<file path="src/rtl/i2c_target.sv">
// Write-only I2C target: captures a two-byte word addressed to DEVADDR and commits it on STOP.
// Optional define I2C_TARGET_FILTER_EN adds a 3-sample majority filter on both synchronized lines.
module i2c_target #(
  parameter logic [6:0] DEVADDR = 7'h1a
) (
  input  logic        clk,
  input  logic        reset,
  input  logic        sck,
  input  logic        sda_in,
  output logic        sda_oe,
  output logic [15:0] wdata,
  output logic        wvalid,
  output logic        busy,
  output logic [7:0]  wcount
);
  typedef enum logic [3:0] {
    IDLE, ADDR, ADDR_ACK, BYTE0, ACK0, BYTE1, ACK1, WAIT_STOP, IGNORE
  } state_t;

  logic [1:0] sck_sync_q, sck_sync_d, sda_sync_q, sda_sync_d;
  logic       sck_prev_q, sck_prev_d, sda_prev_q, sda_prev_d;
  logic       sck_l, sda_l;

`ifdef I2C_TARGET_FILTER_EN
  logic [2:0] sck_hist_q, sck_hist_d, sda_hist_q, sda_hist_d;

  always_comb begin
    sck_hist_d = {sck_hist_q[1:0], sck_sync_q[1]};
    sda_hist_d = {sda_hist_q[1:0], sda_sync_q[1]};
  end

  always_ff @(posedge clk) begin
    if (reset) begin
      sck_hist_q <= 3'b000;
      sda_hist_q <= 3'b000;
    end else begin
      sck_hist_q <= sck_hist_d;
      sda_hist_q <= sda_hist_d;
    end
  end

  assign sck_l = (sck_hist_q[0] & sck_hist_q[1]) | (sck_hist_q[0] & sck_hist_q[2]) |
                 (sck_hist_q[1] & sck_hist_q[2]);
  assign sda_l = (sda_hist_q[0] & sda_hist_q[1]) | (sda_hist_q[0] & sda_hist_q[2]) |
                 (sda_hist_q[1] & sda_hist_q[2]);
`else
  assign sck_l = sck_sync_q[1];
  assign sda_l = sda_sync_q[1];
`endif

  always_comb begin
    sck_sync_d = {sck_sync_q[0], sck};
    sda_sync_d = {sda_sync_q[0], sda_in};
    sck_prev_d = sck_l;
    sda_prev_d = sda_l;
  end

  logic sck_rise, sck_fall, start_det, stop_det;
  assign sck_rise  = sck_l & ~sck_prev_q;
  assign sck_fall  = ~sck_l & sck_prev_q;
  assign start_det = sck_l & sck_prev_q & sda_prev_q & ~sda_l;
  assign stop_det  = sck_l & sck_prev_q & ~sda_prev_q & sda_l;

  state_t      state_q, state_d;
  logic [2:0]  cnt_q, cnt_d;
  logic [6:0]  shift_q, shift_d;
  logic [15:0] stage_q, stage_d;
  logic        ready_q, ready_d;
  logic        sda_oe_q, sda_oe_d;
  logic        busy_q, busy_d;
  logic [15:0] wdata_q, wdata_d;
  logic        wvalid_q, wvalid_d;
  logic [7:0]  wcount_q, wcount_d;
  logic [7:0]  byte_now;

  assign byte_now = {shift_q, sda_l};

  always_comb begin
    state_d  = state_q;
    cnt_d    = cnt_q;
    shift_d  = shift_q;
    stage_d  = stage_q;
    ready_d  = ready_q;
    sda_oe_d = sda_oe_q;
    busy_d   = busy_q;
    wdata_d  = wdata_q;
    wvalid_d = 1'b0;
    wcount_d = wcount_q;
    if (start_det || stop_det) begin
      // ready_q marks a word whose second ACK has completed; it survives into IGNORE
      if (ready_q) begin
        wdata_d  = stage_q;
        wvalid_d = 1'b1;
        wcount_d = wcount_q + 8'd1;
      end
      ready_d  = 1'b0;
      sda_oe_d = 1'b0;
      busy_d   = 1'b0;
      cnt_d    = 3'd0;
      stage_d  = 16'h0000;
      state_d  = start_det ? ADDR : IDLE;
    end else begin
      case (state_q)
        ADDR, BYTE0, BYTE1, WAIT_STOP: begin
          if (sck_rise) begin
            shift_d = byte_now[6:0];
            cnt_d   = cnt_q + 3'd1;
            if (cnt_q == 3'd7) begin
              case (state_q)
                ADDR: begin
                  if (byte_now == {DEVADDR, 1'b0}) begin
                    state_d = ADDR_ACK;
                    busy_d  = 1'b1;
                  end else begin
                    state_d = IGNORE;
                  end
                end
                BYTE0: begin
                  stage_d[15:8] = byte_now;
                  state_d       = ACK0;
                end
                BYTE1: begin
                  stage_d[7:0] = byte_now;
                  state_d      = ACK1;
                end
                default: state_d = IGNORE;
              endcase
            end
          end
        end
        ADDR_ACK, ACK0, ACK1: begin
          // first falling edge drives the ACK bit, the second one releases it
          if (sck_fall) begin
            if (!sda_oe_q) begin
              sda_oe_d = 1'b1;
            end else begin
              sda_oe_d = 1'b0;
              cnt_d    = 3'd0;
              case (state_q)
                ADDR_ACK: state_d = BYTE0;
                ACK0:     state_d = BYTE1;
                default: begin
                  state_d = WAIT_STOP;
                  ready_d = 1'b1;
                end
              endcase
            end
          end
        end
        default: ;
      endcase
    end
  end

  always_ff @(posedge clk) begin
    if (reset) begin
      sck_sync_q <= 2'b00;
      sda_sync_q <= 2'b00;
      sck_prev_q <= 1'b0;
      sda_prev_q <= 1'b0;
      state_q    <= IDLE;
      cnt_q      <= 3'd0;
      shift_q    <= 7'd0;
      stage_q    <= 16'h0000;
      ready_q    <= 1'b0;
      sda_oe_q   <= 1'b0;
      busy_q     <= 1'b0;
      wdata_q    <= 16'h0000;
      wvalid_q   <= 1'b0;
      wcount_q   <= 8'h00;
    end else begin
      sck_sync_q <= sck_sync_d;
      sda_sync_q <= sda_sync_d;
      sck_prev_q <= sck_prev_d;
      sda_prev_q <= sda_prev_d;
      state_q    <= state_d;
      cnt_q      <= cnt_d;
      shift_q    <= shift_d;
      stage_q    <= stage_d;
      ready_q    <= ready_d;
      sda_oe_q   <= sda_oe_d;
      busy_q     <= busy_d;
      wdata_q    <= wdata_d;
      wvalid_q   <= wvalid_d;
      wcount_q   <= wcount_d;
    end
  end

  assign sda_oe = sda_oe_q;
  assign wdata  = wdata_q;
  assign wvalid = wvalid_q;
  assign busy   = busy_q;
  assign wcount = wcount_q;
endmodule

</file>
<file path="config.mk">
export PLATFORM = sky130hd
export DESIGN_NAME = i2c_target
export DESIGN_NICKNAME = d
export VERILOG_FILES = /design/src/rtl/i2c_target.sv
export SDC_FILE = /design/constraint.sdc
export NUM_CORES = 1
export LEC_CHECK = 0
export CORE_MARGIN = 8
export CORE_UTILIZATION = 35
export CTS_BUF_LIST = sky130_fd_sc_hd__clkbuf_16
export DETAILED_ROUTE_END_ITERATION = 12
export SYNTH_ARGS = -nofsm -noshare
export SYNTH_HDL_FRONTEND = slang
export SYNTH_SLANG_ARGS = --single-unit
export TNS_END_PERCENT = 20
</file>
<file path="constraint.sdc">
create_clock -name clk -period 3.5 [get_ports clk]
set_input_delay 0.875 -clock clk [delete_from_list [all_inputs] [get_ports clk]]
set_output_delay 0.875 -clock clk [all_outputs]
set_load 0.05 [all_outputs]
</file>
==> run_results.csv <==
group,metric,value,unit
final_layout,final_core_utilization,45.6,%
setup_path,critPathLaunchType,"flop",
worst_hold_path,hp-class,"flop to flop",
timing,finalHoldViolCount,0,
setup_path,critical_path_arrival,1560,ps
die,die_h,100,um
timing,timing.final.crit_period,2430,ps
run_status,run_status,"completed",
pwr,ir_drop,251,uV
clocking,cts.repair.resized,0,
setup_path,setup.worst_path.end_class,"output port",
setup_path,critical_path.max_fanout,5,
place,place_ws,1310,ps
die,die_width,100,um
setup_path,crit_type,"flop to output port",
clocking,cts_root_buffer,"sky130_fd_sc_hd__clkbuf_16",
final_layout,design.final.nets,309,
synth,top_cells_by_count_synth,"sky130_fd_sc_hd__dfxtp_1 (64), sky130_fd_sc_hd__nand2_1 (53), sky130_fd_sc_hd__a21oi_1 (30)",
synth,synth_area_leaders,"sky130_fd_sc_hd__dfxtp_1 (51%), sky130_fd_sc_hd__nand2_1 (8.0%), sky130_fd_sc_hd__mux2i_1 (6.4%)",
pwr,clockPowerShare,52.2,%
clocking,tritoncts,"yes",
clocking,cts-htree-levels,3,
clocking,cts_max_path_buffers,2,
pwr,p_sw_share,19.5,%
pwr,p_switching,0.309,mW
synth,synth-seq-cells,64,
timing,final_worst_path_setup_slack,1070,ps
routing,vias_per_cell,4.65,
grt,first_global_vias,1860,
timing,setup_viol,0,
synth,synth_ff_type,"sky130_fd_sc_hd__dfxtp_1",
routing,length_of_the_first_detailed_routing_pass_in_iterations,4,
setup_path,path_cells,"clkdlybuf4s50_1",
final_layout,post-route-cell-area,0.00312,mm^2
pwr,cellPowerDensity,509,mW/mm^2
pwr,power.internal,1.28,mW
timing,slew_headroom,49.2,%
die,initial_core_util,36.4,%
setup_path,critical_path.n_buffers_inverters,1,
grt,gr-total-overflow,0,
timing,finalSetupTns,0,ps
routing,detailedRoute.firstIterationViolations,92,
grt,grt_antenna_before_repair,0,
die,design.core.area,0.00683,mm^2
final_layout,multi_input_area,0.00111,mm^2
place,gpl.final_weighted_congestion,0.777,
final_layout,seq_area,0.00128,mm^2
timing,timing_max_transition_violations_final,0,
clocking,setup_fix_bufs_post_cts,0,
setup_path,critical_path.top_delay_family,"buffers and inverters",
synth,synth_seq_area_share,51.5,%
timing,worst-slew-pin-transition,759,ps
setup_path,worst_path_largest_cell_delay,830,ps
routing,totalWireLength,4870,um
setup_path,register_to_register_setup_slack,1320,ps
synth,post_synth_instance_area,0.00249,mm^2
timing,rsz0062_at_grt,"no",
synth,edff_count_synth,0,
timing,final_min_period_over_clock_period,69.5,%
synth,synth_nets,281,
place,io_buffer_count,30,
die,floorplan.rows,30,
clocking,clock-sinks,64,
run,max_cap_violations,0,
setup_path,critical_path_required,2620,ps
timing,max_freq,411,MHz
synth,library_cell_with_the_highest_instance_count_after_synthesis,"sky130_fd_sc_hd__dfxtp_1",
synth,synthCells,274,
synth,postSynthAreaPerCell,9.08,um^2
die,num_io_pins,31,
clocking,clock_buffer_count_from_cts,9,
timing,clock-skew-final,3.61,ps
synth,synth_area_leader_cell,"sky130_fd_sc_hd__dfxtp_1",
pwr,leakagePower,1.07,nW
pwr,post-layout-total-power,1.58,mW
grt,global_route_wire_length_before_repair,8510,um
clocking,cts_hold_repair.buffers,0,
grt,pin_count_of_the_biggest_net_entering_global_routing,40,
final_layout,layout-drive-gt1-share,8.17,%
synth,synthDistinctLibCells,37,
clocking,insertion_delay,320,ps
final_layout,diodes,0,
routing,drc,0,
routing,routed-via-count,1868,
routing,routedWlPerCell,12.1,um
final_layout,syn2layout_area_growth,25.2,%
clocking,cts.reportedPaths.clkPinSlew,50,ps
routing,ant_nets,0,
die,die-area,0.0101,mm^2
synth,synthesis_warnings,0,
setup_path,worst_path_max_delay_cell,"sky130_fd_sc_hd__clkdlybuf4s50_1",
grt,groute.usage.overall,10.6,%
synth,yosysTopAreaCellShare,51.5,%
pwr,power.share.sequential,46.4,%
synth,async_reset_ff_share,0,%
final_layout,n_fill_cell,705,
place,place_hpwl,3260,um
place,postPlaceCellArea,0.00284,mm^2
pwr,power_frac_comb,1.4,%
## metal layers
metal | global-route usage, % | part of all wire [%] | wire, um
met1 | 11.8 | 49 | 2410
met2 | 17.1 | 44 | 2140
met3 | 4.22 | 4.8 | 234
met4 | 5.23 | 1.9 | 91
met5 | 0 | 0 | 0
## layout make-up
| class | instances | share of cell area, % |
|---|---|---|
| sequential | 64 | 41.1 |
| clock inverter | 6 | 1.65 |
| inverter | 1 | 0.120 |
| clock buffer | 9 | 7.23 |
| timing repair buffer | 33 | 10.4 |
| tap | 96 | 3.85 |
| multi-input combinational | 193 | 35.7 |
## sequential cells by signal, summed over array words and instances (netlist names)
register,cells
stage_q,16
wdata,16
wcount,8
shift_q,7
state_q,4
cnt_q,3
sck_sync_q,2
sda_sync_q,2
busy,1
ready_q,1
sck_prev_q,1
sda_oe,1
sda_prev_q,1
wvalid,1
## stage by stage
stage | cells | hold WS, ps
detailed placement | 387 | 424
global route | 402 | 465
finish | 402 | 435
CTS | 402 | 436
global placement | 387 | 418
floorplan | 274 | 414
## path summary, 6_finish.rpt
path | from | endpoint | cells past startpoint
hold reg to reg | sck_sync_q[0] | sck_sync_q[1] | 1
setup / recovery | wcount[2] | wcount[2] | 1
hold / removal | sck_sync_q[0] | sck_sync_q[1] | 1
setup reg to reg | cnt_q[0] | stage_q[5] | 7
## kinds of logic after synthesis
logic type,count (synthesis),synth area share (%)
AND/OR/NAND/NOR,125,24.4
AO/OA/AOI/OAI,40,9.15
buffers and inverters,17,3.82
adder cells (fa/ha/maj),3,1.51
XOR/XNOR,9,3.17
flip-flops,64,51.5
multiplexers,16,6.44
## placed cells by master, fill, tap and decap left out, types with 2 or more instances in the layout
| cell type | instances |
|---|---|
| sky130_fd_sc_hd__o21ai_0 | 2 |
| sky130_fd_sc_hd__clkinv_1 | 3 |
| sky130_fd_sc_hd__a21oi_1 | 30 |
| sky130_fd_sc_hd__buf_4 | 3 |
| sky130_fd_sc_hd__clkinv_2 | 2 |
| sky130_fd_sc_hd__clkbuf_16 | 9 |
| sky130_fd_sc_hd__nand3_1 | 7 |
| sky130_fd_sc_hd__dfxtp_1 | 64 |
| sky130_fd_sc_hd__mux2i_1 | 16 |
| sky130_fd_sc_hd__clkdlybuf4s50_1 | 30 |
| sky130_fd_sc_hd__nand4_1 | 2 |
| sky130_fd_sc_hd__nor3b_2 | 2 |
| sky130_fd_sc_hd__nand3b_1 | 4 |
| sky130_fd_sc_hd__xor2_1 | 6 |
| sky130_fd_sc_hd__nor3_1 | 3 |
| sky130_fd_sc_hd__a41oi_1 | 2 |
| sky130_fd_sc_hd__xnor2_1 | 3 |
| sky130_fd_sc_hd__nor2b_1 | 6 |
| sky130_fd_sc_hd__nor2_2 | 6 |
| sky130_fd_sc_hd__nor2_1 | 29 |
| sky130_fd_sc_hd__nand2b_1 | 2 |
| sky130_fd_sc_hd__or2_1 | 2 |
| sky130_fd_sc_hd__nand2_1 | 53 |
| sky130_fd_sc_hd__ha_1 | 3 |
| sky130_fd_sc_hd__nor3b_1 | 2 |
## power groups by stage
stage / Combinational, mW / Clock (mW) / Sequential [mW]
after CTS: 0.0223 / 0.845 / 0.736
after global placement: 0.0222 / 0 / 0.751
final: 0.0215 / 0.827 / 0.736
after detailed placement: 0.0222 / 0 / 0.751
after floorplan: 0.0166 / 0 / 0.749
after global routing: 0.0240 / 0.877 / 0.736
Power figures use the tool's default switching activity.
